File: config.mk
export PLATFORM = sky130hd
export DESIGN_NAME = mem_req_arbiter
export DESIGN_NICKNAME = d
export VERILOG_FILES = /design/src/rtl/mem_req_arbiter_pkg.sv /design/src/rtl/mem_req_arbiter_llsc_resv.sv /design/src/rtl/mem_req_arbiter.sv
export SDC_FILE = /design/constraint.sdc
export NUM_CORES = 1
export LEC_CHECK = 0
export ABC_AREA = 0
export CAP_MARGIN = 20
export CORE_ASPECT_RATIO = 0.7
export CORE_MARGIN = 3
export CORE_UTILIZATION = 35
export CTS_CLUSTER_DIAMETER = 100
export DETAILED_ROUTE_END_ITERATION = 8
export PLACE_DENSITY_LB_ADDON = 0.2
export SLEW_MARGIN = 30
export SYNTH_ARGS = -nofsm -noshare
export SYNTH_HDL_FRONTEND = slang
export SYNTH_SLANG_ARGS = --single-unit
export TNS_END_PERCENT = 30
File: constraint.sdc
create_clock -name clk -period 2.2 [get_ports clk]
set_input_delay 0.22 -clock clk [delete_from_list [all_inputs] [get_ports clk]]
set_output_delay 0.22 -clock clk [all_outputs]
set_load 0.05 [all_outputs]
File: src/rtl/mem_req_arbiter_pkg.sv
// Shared types and defaults for the instruction/data memory request arbiter.
package mem_req_arbiter_pkg;

    typedef enum logic {
        ST_IDLE = 1'b0,
        ST_BUSY = 1'b1
    } arb_state_e;

    typedef enum logic {
        PORT_IF = 1'b0,
        PORT_D  = 1'b1
    } port_e;

    localparam int TIMEOUT_CYC_DEF = 1023;

endpackage

File: src/rtl/mem_req_arbiter_llsc_resv.sv
// Load-linked reservation: one valid bit plus the reserved word address.
module llsc_resv (
    input  logic        clk,
    input  logic        rst_n,
    input  logic        set_i,
    input  logic        clr_i,
    input  logic [29:0] set_addr_i,
    input  logic [29:0] cmp_addr_i,
    output logic        match_o
);

    logic        valid_q, valid_d;
    logic [29:0] addr_q, addr_d;

    // A clear in the same cycle as a set leaves the reservation invalid.
    always_comb begin
        valid_d = valid_q;
        addr_d  = addr_q;
        if (clr_i) begin
            valid_d = 1'b0;
        end else if (set_i) begin
            valid_d = 1'b1;
            addr_d  = set_addr_i;
        end
    end

    always_ff @(posedge clk) begin
        if (!rst_n) begin
            valid_q <= 1'b0;
            addr_q  <= '0;
        end else begin
            valid_q <= valid_d;
            addr_q  <= addr_d;
        end
    end

    assign match_o = valid_q && (addr_q == cmp_addr_i);

endmodule

File: src/rtl/mem_req_arbiter.sv
// Two-port (fetch/data) arbiter onto a single memory bus with completion timeout.
// Optional LL/SC reservation tracking is enabled by defining MEM_ARB_LLSC_EN.
//
//   state   | meaning
//   --------+--------------------------------------------------------------
//   ST_IDLE | no bus cycle; sample requests, data port has priority
//   ST_BUSY | mem_en high, mem_* frozen; wait for mem_done or timeout
module mem_req_arbiter
    import mem_req_arbiter_pkg::*;
#(
    parameter int TIMEOUT_CYC = TIMEOUT_CYC_DEF
) (
    input  logic        clk,
    input  logic        rst_n,
    input  logic        if_req,
    input  logic [31:0] if_addr,
    output logic [31:0] if_rdata,
    output logic        if_ack,
    input  logic        d_req,
    input  logic        d_we,
    input  logic        d_ll,
    input  logic        d_sc,
    input  logic [31:0] d_addr,
    input  logic [31:0] d_wdata,
    input  logic [3:0]  d_be,
    output logic [31:0] d_rdata,
    output logic        d_ack,
    output logic        d_sc_ok,
    output logic        bus_err,
    input  logic        llbit_clr,
    output logic [31:0] mem_addr,
    output logic [31:0] mem_wdata,
    output logic [3:0]  mem_sel_n,
    output logic        mem_en,
    output logic        mem_wen_n,
    input  logic [31:0] mem_rdata,
    input  logic        mem_done
);

    localparam int              CNT_W    = $clog2(TIMEOUT_CYC + 1);
    localparam logic [CNT_W-1:0] CNT_LOAD = CNT_W'(TIMEOUT_CYC - 1);

    arb_state_e       state_q, state_d;
    port_e            port_q, port_d;
    logic             wr_q, wr_d, sc_q, sc_d;
    logic [CNT_W-1:0] cnt_q, cnt_d;
    logic [31:0]      mem_addr_q, mem_addr_d, mem_wdata_q, mem_wdata_d;
    logic [3:0]       mem_sel_n_q, mem_sel_n_d;
    logic             mem_wen_n_q, mem_wen_n_d;
    logic             if_ack_q, if_ack_d, d_ack_q, d_ack_d;
    logic [31:0]      if_rdata_q, if_rdata_d, d_rdata_q, d_rdata_d;
    logic             d_sc_ok_q, d_sc_ok_d, bus_err_q, bus_err_d;

    logic d_pend, if_pend, in_idle, d_take, if_take, finish, tout, sc_fail;

    // A port is masked during its own ack cycle so its still-high request is not re-taken.
    assign d_pend  = d_req & ~d_ack_q;
    assign if_pend = if_req & ~if_ack_q;
    assign in_idle = (state_q == ST_IDLE);
    assign d_take  = in_idle & d_pend & ~sc_fail;
    assign if_take = in_idle & ~d_pend & if_pend;
    assign finish  = (state_q == ST_BUSY) & (mem_done | (cnt_q == '0));
    assign tout    = finish & ~mem_done;

`ifdef MEM_ARB_LLSC_EN
    logic ll_q, ll_d, resv_ok, resv_set, resv_clr;
    logic unused_in;

    assign unused_in = ^{if_addr[1:0], d_addr[1:0]};
    assign ll_d      = d_take ? d_ll : ll_q;
    assign sc_fail   = in_idle & d_pend & d_sc & ~resv_ok;
    assign resv_set  = finish & mem_done & (port_q == PORT_D) & ll_q;
    assign resv_clr  = llbit_clr | sc_fail | (finish & (port_q == PORT_D) & sc_q);

    always_ff @(posedge clk) begin
        if (!rst_n) ll_q <= 1'b0;
        else        ll_q <= ll_d;
    end

    llsc_resv u_llsc_resv (
        .clk        (clk),
        .rst_n      (rst_n),
        .set_i      (resv_set),
        .clr_i      (resv_clr),
        .set_addr_i (mem_addr_q[31:2]),
        .cmp_addr_i (d_addr[31:2]),
        .match_o    (resv_ok)
    );
`else
    logic unused_in;

    assign unused_in = ^{if_addr[1:0], d_addr[1:0], d_ll, llbit_clr};
    assign sc_fail   = 1'b0;
`endif

    always_comb begin
        state_d     = state_q;
        port_d      = port_q;
        wr_d        = wr_q;
        sc_d        = sc_q;
        cnt_d       = cnt_q;
        mem_addr_d  = mem_addr_q;
        mem_wdata_d = mem_wdata_q;
        mem_sel_n_d = mem_sel_n_q;
        mem_wen_n_d = mem_wen_n_q;
        if_ack_d    = 1'b0;
        if_rdata_d  = '0;
        d_ack_d     = 1'b0;
        d_rdata_d   = '0;
        d_sc_ok_d   = 1'b0;
        bus_err_d   = 1'b0;
        if (d_take) begin
            state_d     = ST_BUSY;
            port_d      = PORT_D;
            wr_d        = d_we | d_sc;
            sc_d        = d_sc;
            cnt_d       = CNT_LOAD;
            mem_addr_d  = {d_addr[31:2], 2'b00};
            mem_wdata_d = d_wdata;
            mem_sel_n_d = ~d_be;
            mem_wen_n_d = ~(d_we | d_sc);
        end else if (if_take) begin
            state_d     = ST_BUSY;
            port_d      = PORT_IF;
            wr_d        = 1'b0;
            sc_d        = 1'b0;
            cnt_d       = CNT_LOAD;
            mem_addr_d  = {if_addr[31:2], 2'b00};
            mem_wdata_d = '0;
            mem_sel_n_d = 4'b0000;
            mem_wen_n_d = 1'b1;
        end else if (sc_fail) begin
            d_ack_d = 1'b1;
        end else if (finish) begin
            state_d   = ST_IDLE;
            bus_err_d = tout;
            if (port_q == PORT_D) begin
                d_ack_d   = 1'b1;
                d_rdata_d = (tout | wr_q) ? '0 : mem_rdata;
                d_sc_ok_d = sc_q;
            end else begin
                if_ack_d   = 1'b1;
                if_rdata_d = tout ? '0 : mem_rdata;
            end
        end else if (state_q == ST_BUSY) begin
            cnt_d = cnt_q - CNT_W'(1);
        end
    end

    always_ff @(posedge clk) begin
        if (!rst_n) begin
            state_q     <= ST_IDLE;
            port_q      <= PORT_IF;
            wr_q        <= 1'b0;
            sc_q        <= 1'b0;
            cnt_q       <= '0;
            mem_addr_q  <= '0;
            mem_wdata_q <= '0;
            mem_sel_n_q <= 4'hF;
            mem_wen_n_q <= 1'b1;
            if_ack_q    <= 1'b0;
            if_rdata_q  <= '0;
            d_ack_q     <= 1'b0;
            d_rdata_q   <= '0;
            d_sc_ok_q   <= 1'b0;
            bus_err_q   <= 1'b0;
        end else begin
            state_q     <= state_d;
            port_q      <= port_d;
            wr_q        <= wr_d;
            sc_q        <= sc_d;
            cnt_q       <= cnt_d;
            mem_addr_q  <= mem_addr_d;
            mem_wdata_q <= mem_wdata_d;
            mem_sel_n_q <= mem_sel_n_d;
            mem_wen_n_q <= mem_wen_n_d;
            if_ack_q    <= if_ack_d;
            if_rdata_q  <= if_rdata_d;
            d_ack_q     <= d_ack_d;
            d_rdata_q   <= d_rdata_d;
            d_sc_ok_q   <= d_sc_ok_d;
            bus_err_q   <= bus_err_d;
        end
    end

    assign mem_en    = (state_q == ST_BUSY);
    assign mem_addr  = mem_addr_q;
    assign mem_wdata = mem_wdata_q;
    assign mem_sel_n = mem_sel_n_q;
    assign mem_wen_n = mem_wen_n_q;
    assign if_ack    = if_ack_q;
    assign if_rdata  = if_rdata_q;
    assign d_ack     = d_ack_q;
    assign d_rdata   = d_rdata_q;
    assign d_sc_ok   = d_sc_ok_q;
    assign bus_err   = bus_err_q;

endmodule

== After elaboration in Yosys (flattened, before gate mapping) ==
Index checks and enable logic that the tools add are counted.

* Logic and storage cells: 70
* Output and inout port bits: 138
* Register bits after elaboration: 149

* Add/sub/neg operators: 1
* Muxes and demuxes: 21
* Bitwise gates (word level): 20
* Reduce and logical (&&, ||, !) cells: 11
* Equal/unequal tests: 1

{| class="wikitable"
|+ Operators with widths
! cell !! number
|-
| 32-bit two-way mux || 4
|-
| 10-bit two-way mux || 4
|-
| 6-bit OR reduction || 2
|-
| 1-bit two-way mux || 11
|-
| 10-bit logical NOT || 1
|-
| 10-bit by 1-bit subtractor with 10-bit output, second input constant || 1
|-
| 1-bit inverter || 9
|-
| 4-bit two-way mux || 2
|-
| 1-bit AND || 7
|-
| 3-bit nonzero test || 2
|-
| 5-bit OR reduction || 1
|-
| 4-bit inverter || 1
|-
| 2-bit AND reduction || 2
|-
| 4-bit OR reduction || 1
|-
| 3-bit != test, second input constant || 1
|-
| 1-bit OR || 3
|-
| 3-bit OR reduction || 1
|-
| 2-bit nonzero test || 1
|}

== Depth between registers and ports, before layout ==
Gate-level depths: netlist (run 1).

* Word-level depth: 7
* Gate-level depth with buffers: 6

== Least setup slack after synthesis (run 1) ==
No wires, ideal clock.

* Kind: register -> register
* Start point: reg state_q (netlist: mem_en)
* End point: reg d_rdata_q[10] (netlist: d_rdata[10])
* Path slack: 0.461 ns
* Library setup time: 0.059 ns
* Cell stages (with the launch flop): 6
* Buffers on the path: 2
* Data required time: 2.141 ns
* Clock period less this slack: 1.739 ns
* Arrival time: 1.680 ns
* Path through: dfxtp_1 > clkbuf_8 > nand3_1 > nor3b_1 > clkbuf_1 > and2_1

* Cells in the longest elaborated chain, start to end: 4
* Elaborated cells between the ends (all ways): 9
* Those cells by class: bitwise (8); reduce/logical (1)

{| class="wikitable"
|+ Ends and longest elaborated chain
! item !! line !! text
|-
| from (decl) || mem_req_arbiter.sv:43 || <nowiki>arb_state_e state_q, state_d;</nowiki>
|-
| from (signal assigned) || mem_req_arbiter.sv:168 || <nowiki>state_q <= state_d;</nowiki>
|-
| 1-bit AND or 1-bit inverter (tied branches) || mem_req_arbiter.sv:62, mem_req_arbiter.sv:59 ||
|-
| 1-bit AND, on equally long branches || mem_req_arbiter.sv:63, mem_req_arbiter.sv:61 ||
|-
| 1-bit OR or 1-bit AND (tied branches) || mem_req_arbiter.sv:139, mem_req_arbiter.sv:61 ||
|-
| 6-bit OR reduction (no source line) (*) || n/a ||
|-
| to (signal assigned) || mem_req_arbiter.sv:180 || <nowiki>d_rdata_q <= d_rdata_d;</nowiki>
|-
| to (decl) || mem_req_arbiter.sv:51 || <nowiki>logic [31:0] if_rdata_q, if_rdata_d, d_rdata_q, d_rdata_d;</nowiki>
|}

Mark *: on every way between the ends. The rest lies on a longest branch, timed or not.
A chain may end at the register's enable or synchronous reset.

== Worst setup path in the final report (run 1) ==
* Start point: reg d_ack_q (netlist: d_ack)
* End point: out d_ack

{| class="wikitable"
|+ RTL lines
! item !! line !! text
|-
| from (decl) || mem_req_arbiter.sv:50 || <nowiki>logic if_ack_q, if_ack_d, d_ack_q, d_ack_d;</nowiki>
|-
| from (signal assigned) || mem_req_arbiter.sv:179 || <nowiki>d_ack_q <= d_ack_d;</nowiki>
|-
| to (decl) || mem_req_arbiter.sv:27 || <nowiki>output logic d_ack,</nowiki>
|}

No word-level cell between the ends.

==> metrics.cfg, run 1 <==
[cts]
htree_levels=4
clock_latency_ns=0.42
cts_hold_buf=0
post_cts_resized=0
cts_setup_buffers=0
cts_tree=yes
clk_path_buf_depth=2
cts.sinks=149
numCtsBuffers=17
cts_root_buffer=clkbuf_16
path_clk_slew_ns=0.07

[worst_setup_path]
cpLargestDelayFamily=buffers and inverters
reg2reg_from=cnt_q[0]
reg2reg_depth=6
start_kind=flop
cp-startpoint=d_ack
critical-path-max-stage-delay_ns=0.84
end_kind=output port
crit_required_ns=1.98
worstPathArrival_ns=1.64
worst-path-max-fanout=3
crit_path_top_delay_cell=clkdlybuf4s50_1
path_class=reg2out
critPathBufInv=1
r2r_end=cnt_q[6]
ff2ff_setup_slack_ns=0.36
cp_cell_sequence=clkdlybuf4s50_1

[die]
die_h_um=106
dieArea_um2=15800
num_rows=35
fp.dieW_um=149
core_area_um2=13600
ios=279
initial_core_util_pct=36.9

[synthesis]
synth.yosys.seq_area_share_pct=59.6
postSynthAreaPerCell_um2=10.3
netlist_area_um2=5010
ys_types=43
synthCells=486
synth_edf_count=0
ys_ff_latch=149
synthArstFlopShare_pct=0
synth-main-ff-cell=dfxtp_1
synth_warnings=0

[hold_path]
hp-start=d_addr[18]
min_to=mem_addr[18]
hold_depth=3
hold_path_class=in2reg

[pwr]
total_power_mw=7.21
p_leak_nw=3.25
pwr-share-comb_pct=19.4
pwr-share-seq_pct=40.8
p_clk_share_pct=39.8
p_sw_mw=2.17
p_int_mw=5.04
powerDensity_nw_per_um2=853
ir_drop_mv=0.474
sw_frac_of_total_pct=30.1

[routing]
avgRoutedWirePerCell_um=16.5
drtPass1Iterations=4
route.detailed.drc=0
wirelength_mm=15.6
vias=4541
vias_per_cell=4.80
drtIter0Drc=204
ant_nets=0

[sta]
rsz0062_at_grt=false
finalHoldViolCount=0
slew_headroom_pct=47.4
fmax_mhz=538
maxSlewViolCount=0
period_minus_slack_ns=1.86
setup_tns_ns=0
period_share_pct=84.5
finClkSkew_ns=0.00828
finalSetupViolations=0
worst_pin_slew_ns=0.788

[global_route]
grt_pass1_vias=4533
grt_start_max_net_pins=69
grt.total_usage_pct=19.4
antenna_found_initial=0
gr-total-overflow=0
grt_pass1_wl_mm=24.3

[final_layout]
multiInputGateArea_um2=1870
drive_gt1_share_pct=7.22
area_growth_pct=68.8
mostFrequentLayoutCells=clkdlybuf4s50_1 (269), dfxtp_1 (149), nand2_1 (69), and2_1 (65), nor2_1 (38)
final_common_cell=clkdlybuf4s50_1
finalNetCount=891
diodes=0
regArea_um2=2980
fill_cells=1114

[placement]
portBuffers=270
gp_congestion=0.763
hpwl_mm=11.3

[run]
maxCapViolations=0

[run_status]
status=completed

layout make-up:
cell class | instances | area share (%)
Clock buffer | 17 | 5.03
Inverter | 3 | 0.133
Clock inverter | 15 | 1.92
Timing Repair Buffer | 278 | 32.8
Sequential cell | 149 | 35.3
Multi-Input combinational cell | 300 | 22.1
Tap cell | 185 | 2.74
flip-flops by register name (all words and copies together), names as in the netlist:
| name | flops |
|---|---|
| d_rdata | 32 |
| if_rdata | 32 |
| mem_wdata | 32 |
| mem_addr | 30 |
| cnt_q | 10 |
| mem_sel_n | 4 |
| bus_err | 1 |
| d_ack | 1 |
| d_sc_ok | 1 |
| if_ack | 1 |
| mem_en | 1 |
| mem_wen_n | 1 |
| port_q | 1 |
| sc_q | 1 |
| wr_q | 1 |
metal layers:
| metal | global-route usage [%] | up-vias | part of all wire, % |
|---|---|---|---|
| met1 | 22.1 | 2130 | 40 |
| met3 | 8.78 | 23 | 10 |
| met5 | 0 | - | 0 |
| li1 | - | 2205 | - |
| met4 | 6.60 | 0 | 2.3 |
| met2 | 32.4 | 183 | 48 |
power by group through the flow:
stage | logic [mW] | registers [mW] | clock network (mW)
floorplan | 0.373 | 3.44 | 0
global placement | 1.38 | 3.00 | 0
global route | 1.48 | 2.96 | 3.05
finish | 1.40 | 2.95 | 2.87
detailed placement | 1.40 | 3.01 | 0
CTS | 1.41 | 2.95 | 2.93
stage by stage:
step	utilization, %	setup WS, ns	instances	cell area [µm²]	hold WS [ns]
after floorplan	-	0.461	487	5010	0.342
after global placement	57.9	0.0522	915	7860	0.443
after detailed placement	57.9	0.130	915	7860	0.448
after CTS	62.3	0.312	947	8450	0.356
after global routing	62.3	0.194	947	8450	0.374
final	62.3	0.341	947	8450	0.374
worst max-delay path by stage:
stage,slack [ns],end,depth (start not counted)
4_1_cts,0.31,d_ack,1
3_3_place_gp,0.05,mem_wdata[17],5
3_5_place_dp,0.13,mem_addr[12],6
6_report,0.34,d_ack,1
2_1_floorplan,0.46,d_rdata[10],5
5_1_grt,0.19,mem_addr[14],5
synthesized netlist by cell type (2+ instances only):
cell type,number,area (µm²)
a211oi_1,6,45.0
buf_4,2,15.0
nand2_1,69,259
dfxtp_1,149,2980
clkbuf_1,19,71.3
buf_2,11,55.1
nand3_1,2,10.0
a31oi_1,3,18.8
nor3_1,6,30.0
clkbuf_8,3,41.3
and2_1,65,407
or2_2,2,12.5
a22o_1,32,280
nor2_1,39,146
inv_1,2,7.51
a21oi_1,6,30.0
nand3b_1,2,15.0
a311oi_1,31,272
nor3b_1,4,30.0
o21ai_0,4,20.0
o211ai_1,4,30.0
xnor2_1,2,17.5
and4_1,2,17.5
nand2b_1,2,12.5
cell families (layout without fill, tap and decap cells):
logic type,count (synthesis),after routing,synth area share [%]
simple gates,204,204,21.0
flops,149,149,59.6
other cells,1,2,0.0749
xor+xnor,3,3,0.525
compound gates,90,90,14.7
fa+ha+maj,1,1,0.250
buf+inv,38,313,3.87
Note: power is estimated with default switching activity, not from simulation.
==> run 2: changes to the inputs <==
==> constraint.sdc (replaced) <==
create_clock -name clk -period 1.9 [get_ports clk]
set_input_delay 0.19 -clock clk [delete_from_list [all_inputs] [get_ports clk]]
set_output_delay 0.19 -clock clk [all_outputs]
set_load 0.05 [all_outputs]
==> metrics.cfg, run 2 (synthesis results as in run 1) <==
[worst_setup_path]
critPathBufInv=1  ; unchanged
cpLargestDelayFamily=buffers and inverters
critical-path-max-stage-delay_ns=0.85  ; about the same
end_kind=output port
ff2ff_setup_slack_ns=0.17  ; -0.19 ns
cp-startpoint=d_ack
crit_cells=1  ; unchanged
worstPathArrival_ns=1.64  ; about the same
crit_path_top_delay_cell=clkdlybuf4s50_1
cp-endpoint=d_ack
reg2reg_from=d_ack
start_kind=flop
r2r_end=mem_addr[28]
cp_cell_sequence=clkdlybuf4s50_1
worst-path-max-fanout=3  ; unchanged
path_class=reg2out
reg2reg_depth=6  ; unchanged
crit_required_ns=1.71  ; -0.27 ns

[die]
die_h_um=106  ; unchanged
dieArea_um2=15800  ; unchanged
num_rows=35  ; unchanged
fp.dieW_um=149  ; unchanged
ios=279  ; unchanged
initial_core_util_pct=36.9  ; unchanged
core_area_um2=13600  ; unchanged

[final_layout]
finalNetCount=896  ; +0.56%
drive_gt1_share_pct=8.08  ; +0.87 points
fin_cells=952  ; +0.53%
stdcell_area_um2=8580  ; +1.5%
diodes=0  ; unchanged
mostFrequentLayoutCells=clkdlybuf4s50_1 (269), dfxtp_1 (149), nand2_1 (69), and2_1 (65), nor2_1 (38)
area_growth_pct=71.4
final_common_cell=clkdlybuf4s50_1

[global_route]
gr-total-overflow=0  ; unchanged
grt.total_usage_pct=19.3  ; -0.13 points
grt_start_max_net_pins=62  ; -10%
antenna_found_initial=0  ; unchanged
grt_pass1_wl_mm=24.4  ; +0.40%
grt_pass1_vias=4658  ; +2.8%

[sta]
finalHoldViolCount=0  ; unchanged
slew_headroom_pct=50.4  ; +3.1 points
setup_tns_ns=0  ; unchanged
period_share_pct=96.1
worst_pin_slew_ns=0.742  ; -0.0462 ns
finalSetupViolations=0  ; unchanged
finClkSkew_ns=0.00835  ; +0.0000736 ns
rsz0062_at_grt=false
period_minus_slack_ns=1.83
setup_ws_ns=0.0738  ; -0.267 ns
fmax_mhz=548
maxSlewViolCount=0  ; unchanged

[routing]
avgRoutedWirePerCell_um=16.6  ; +0.36%
route.detailed.drc=0  ; unchanged
drtIter0Drc=226  ; +11%
ant_nets=0  ; unchanged
drtPass1Iterations=4  ; unchanged
vias_per_cell=4.82  ; +0.61%
vias=4593  ; +1.1%
wirelength_mm=15.8  ; +0.89%

[cts]
htree_levels=4  ; unchanged
clk_path_buf_depth=2  ; unchanged
cts_hold_buf=0  ; unchanged
path_clk_slew_ns=0.07  ; about the same
cts_tree=yes
numCtsBuffers=17  ; unchanged
cts_root_buffer=clkbuf_16
cts.sinks=149  ; unchanged
clock_latency_ns=0.41  ; about the same
cts_setup_buffers=0  ; unchanged

[pwr]
total_power_mw=8.50  ; +18%
p_leak_nw=3.30  ; +1.7%
powerDensity_nw_per_um2=991  ; +16%
ir_drop_mv=0.555  ; +17%

[run_status]
status=completed

[placement]
dpl-instance-area_um2=7950  ; +1.1%
gp_congestion=0.796  ; +4.3%
hpwl_mm=11.5  ; +1.8%
place_inst=920  ; +0.55%
portBuffers=270  ; unchanged
place_ws_ns=-0.0320  ; -0.162 ns

[run]
maxCapViolations=0  ; unchanged

[hold_path]
hold_path_class=in2reg

-- run 2: cell count changes in the layout (fill, tap and decap cells not counted), sizes merged --
cell / change
buf: +5
bufinv: +1
clkinvlp: -1
-- run 2: stage by stage --
step,hold slack [ns],util [%]
2_1_floorplan,0.312,-
3_3_place_gp,0.445,58.5
3_5_place_dp,0.447,58.6
4_1_cts,0.343,63.2
5_1_grt,0.347,63.2
6_report,0.358,63.2
-- run 2: how the worst min path moves through the flow --
stage	to	startpoint	cells after the start
finish	d_rdata[12]	mem_rdata[12]	2
detailed placement	d_sc_ok	sc_q	1
floorplan	d_rdata[0]	mem_rdata[0]	1
CTS	d_rdata[12]	mem_rdata[12]	2
global route	if_rdata[18]	mem_rdata[18]	2
global placement	d_sc_ok	sc_q	1
-- run 2: final cells by class --
type	count	area (µm²)
Inverter	3	11.3
Tap cell	185	231
Multi-Input combinational cell	300	1890
Timing Repair Buffer	283	2860
Clock buffer	17	425
Fill cell	1096	4990
Sequential cell	149	2980
Clock inverter	15	185
-- run 2: metal layers --
layer	GRT usage, %	wire length, µm	part of all wire, %	vias to the layer above
li1	-	-	-	2215
met1	21.7	6260	40	2172
met2	33.0	7630	48	180
met3	7.67	1530	9.7	26
met4	7.05	361	2.3	0
met5	0	0	0	-
-- run 2: worst register-to-register path, delay by kind of cell (launching register included) --
kind	cells	cell delay (ns)
buffers and inverters	2	0.49
AND/OR/NAND/NOR	3	0.44
flip-flops	1	0.39
AO/OA/AOI/OAI	1	0.31
-- run 2: report_power, final --
group / switching (mW) / leakage, nW / internal, mW
Sequential: 0.110 / 1.22 / 3.30
Combinational: 0.966 / 1.78 / 0.698
Clock: 1.43 / 0.302 / 2.00
-- run 2: repair_timing --
item,in CTS,in global routing
gates cloned,0,0
pin swaps,0,2
setup endpoints to repair,1,5
resized for setup,1,2
==> run 3: changes to the inputs <==
--- a/config.mk
+++ b/config.mk
@@ -6,6 +6,7 @@
 export NUM_CORES = 1
 export LEC_CHECK = 0
 export ABC_AREA = 0
+export ABC_CLOCK_PERIOD_IN_PS = 2100
 export CAP_MARGIN = 20
 export CORE_ASPECT_RATIO = 0.7
 export CORE_MARGIN = 3
==> constraint.sdc (replaced) <==
create_clock -name clk -period 2.1 [get_ports clk]
set_input_delay 0.21 -clock clk [delete_from_list [all_inputs] [get_ports clk]]
set_output_delay 0.21 -clock clk [all_outputs]
set_load 0.05 [all_outputs]
==> metrics.cfg, run 3 (synthesis results as in run 1) <==
[cts]
clock_latency_ns=0.41  ; about the same
clk_path_buf_depth=2  ; unchanged
path_clk_slew_ns=0.07  ; about the same
post_cts_resized=0  ; -1
cts_root_buffer=clkbuf_16
numCtsBuffers=17  ; unchanged
cts_tree=yes
cts.sinks=149  ; unchanged
htree_levels=4  ; unchanged
cts_setup_buffers=0  ; unchanged
cts_hold_buf=0  ; unchanged

[sta]
rsz0062_at_grt=false
finClkSkew_ns=0.00621  ; -0.00214 ns
period_minus_slack_ns=1.86
setup_tns_ns=0  ; unchanged
slew_headroom_pct=50.8  ; +0.34 points
finalSetupViolations=0  ; unchanged
finalHoldViolCount=0  ; unchanged
worst_pin_slew_ns=0.736  ; -0.00508 ns
fmax_mhz=537
setup_ws_ns=0.237  ; +0.163 ns
period_share_pct=88.7
maxSlewViolCount=0  ; unchanged

[routing]
drtPass1Iterations=4  ; unchanged
ant_nets=0  ; unchanged
drtIter0Drc=199  ; -12%
vias_per_cell=4.80  ; -0.58%
wirelength_mm=15.8  ; about the same
avgRoutedWirePerCell_um=16.6  ; +0.23%
vias=4552  ; -0.89%
route.detailed.drc=0  ; unchanged

[pwr]
sw_frac_of_total_pct=29.5  ; +0.13 points
p_sw_mw=2.21  ; -11%
ir_drop_mv=0.596  ; +7.3%
pwr-share-seq_pct=41.2  ; +1.1 points
powerDensity_nw_per_um2=882  ; -11%
p_clk_share_pct=38.9  ; -1.4 points
p_int_mw=5.28  ; -12%
pwr-share-comb_pct=19.9  ; +0.3 points
p_leak_nw=3.26  ; -1.4%
total_power_mw=7.49  ; -12%

[die]
dieArea_um2=15800  ; unchanged
fp.dieW_um=149  ; unchanged
ios=279  ; unchanged
initial_core_util_pct=36.9  ; unchanged
die_h_um=106  ; unchanged
num_rows=35  ; unchanged
core_area_um2=13600  ; unchanged

[placement]
gp_congestion=0.762  ; -4.2%
dpl-instance-area_um2=7930  ; -0.28%
portBuffers=270  ; unchanged
place_ws_ns=0.258  ; +0.290 ns
hpwl_mm=11.4  ; -0.28%
place_inst=917  ; -0.33%

[global_route]
grt_pass1_wl_mm=24.3  ; -0.34%
antenna_found_initial=0  ; unchanged
grt_start_max_net_pins=69  ; +11%
grt.total_usage_pct=19.4  ; +0.13 points
grt_pass1_vias=4513  ; -3.1%
gr-total-overflow=0  ; unchanged

[final_layout]
final_common_cell=clkdlybuf4s50_1
finalNetCount=893  ; -0.33%
diodes=0  ; unchanged
mostFrequentLayoutCells=clkdlybuf4s50_1 (269), dfxtp_1 (149), nand2_1 (69), and2_1 (65), nor2_1 (38)
fin_cells=949  ; -0.32%
drive_gt1_share_pct=7.33  ; -0.75 points
stdcell_area_um2=8500  ; -0.98%
area_growth_pct=69.7

[worst_setup_path]
path_class=reg2out
critPathBufInv=1  ; unchanged
critical-path-max-stage-delay_ns=0.86  ; about the same
worstPathArrival_ns=1.65  ; about the same
cpLargestDelayFamily=buffers and inverters
cp_cell_sequence=clkdlybuf4s50_1
crit_path_top_delay_cell=clkdlybuf4s50_1
crit_required_ns=1.89  ; +0.18 ns
worst-path-max-fanout=3  ; unchanged
end_kind=output port
start_kind=flop

[hold_path]
hold_path_class=in2reg

[run]
maxCapViolations=0  ; unchanged

[run_status]
status=completed

run 3: cell count changes in the layout (fill, tap and decap cells not counted):
cell / before / now
clkinvlp_4: 0 / 4
buf_4: 9 / 6
clkinv_4: 2 / 0
a2111oi_2: 0 / 1
a2111oi_4: 1 / 0
bufinv_16: 2 / 1
clkbuf_1: 0 / 1
clkinv_8: 1 / 0
ha_1: 0 / 1
ha_2: 1 / 0
inv_8: 3 / 2
nor3b_1: 1 / 2
nor3b_2: 3 / 2
run 3: path summary, 6_finish.rpt:
kind,from,to,slack (ns),cells after the start
setup / recovery,d_ack,d_ack,0.24,1
hold / removal,d_addr[16],mem_addr[16],0.37,3
setup reg to reg,cnt_q[0],cnt_q[6],0.29,6
hold reg to reg,sc_q,d_sc_ok,0.46,1
run 3: final cells by class:
| cell class | count | area (µm²) |
|---|---|---|
| fill | 1111 | 5080 |
| sequential | 149 | 2980 |
| clock inverter | 14 | 140 |
| multi-input combinational | 300 | 1870 |
| clock buffer | 18 | 429 |
| tap | 185 | 231 |
| timing repair buffer | 280 | 2840 |
| inverter | 3 | 11.3 |
run 3: metal layers:
layer	global-route usage (%)	vias up	part of all wire (%)
met5	0	-	0
met4	5.29	0	1.2
met3	7.84	18	9.4
met2	33.1	182	49
met1	22.6	2139	41
li1	-	2213	-
run 3: worst register-to-register path, delay by kind of cell, from the launching register on:
family          cells  cell delay [ns]
buf+inv             1             0.07
simple gates        2             0.48
compound gates      2             0.63
flops               1             0.35
fa+ha+maj           1             0.19
run 3: per-stage QoR:
stage	utilization, %	hold slack, ns
after floorplan	-	0.332
after global placement	58.4	0.443
final	62.6	0.371
after CTS	62.6	0.356
after global routing	62.6	0.371
after detailed placement	58.4	0.443
run 3: power by group through the flow:
stage	clock network, mW	registers, mW	logic (mW)
after detailed placement	0	3.15	1.50
final	2.91	3.09	1.49
after global routing	3.11	3.10	1.58
after global placement	0	3.14	1.47
after CTS	2.99	3.09	1.50
after floorplan	0	3.60	0.391
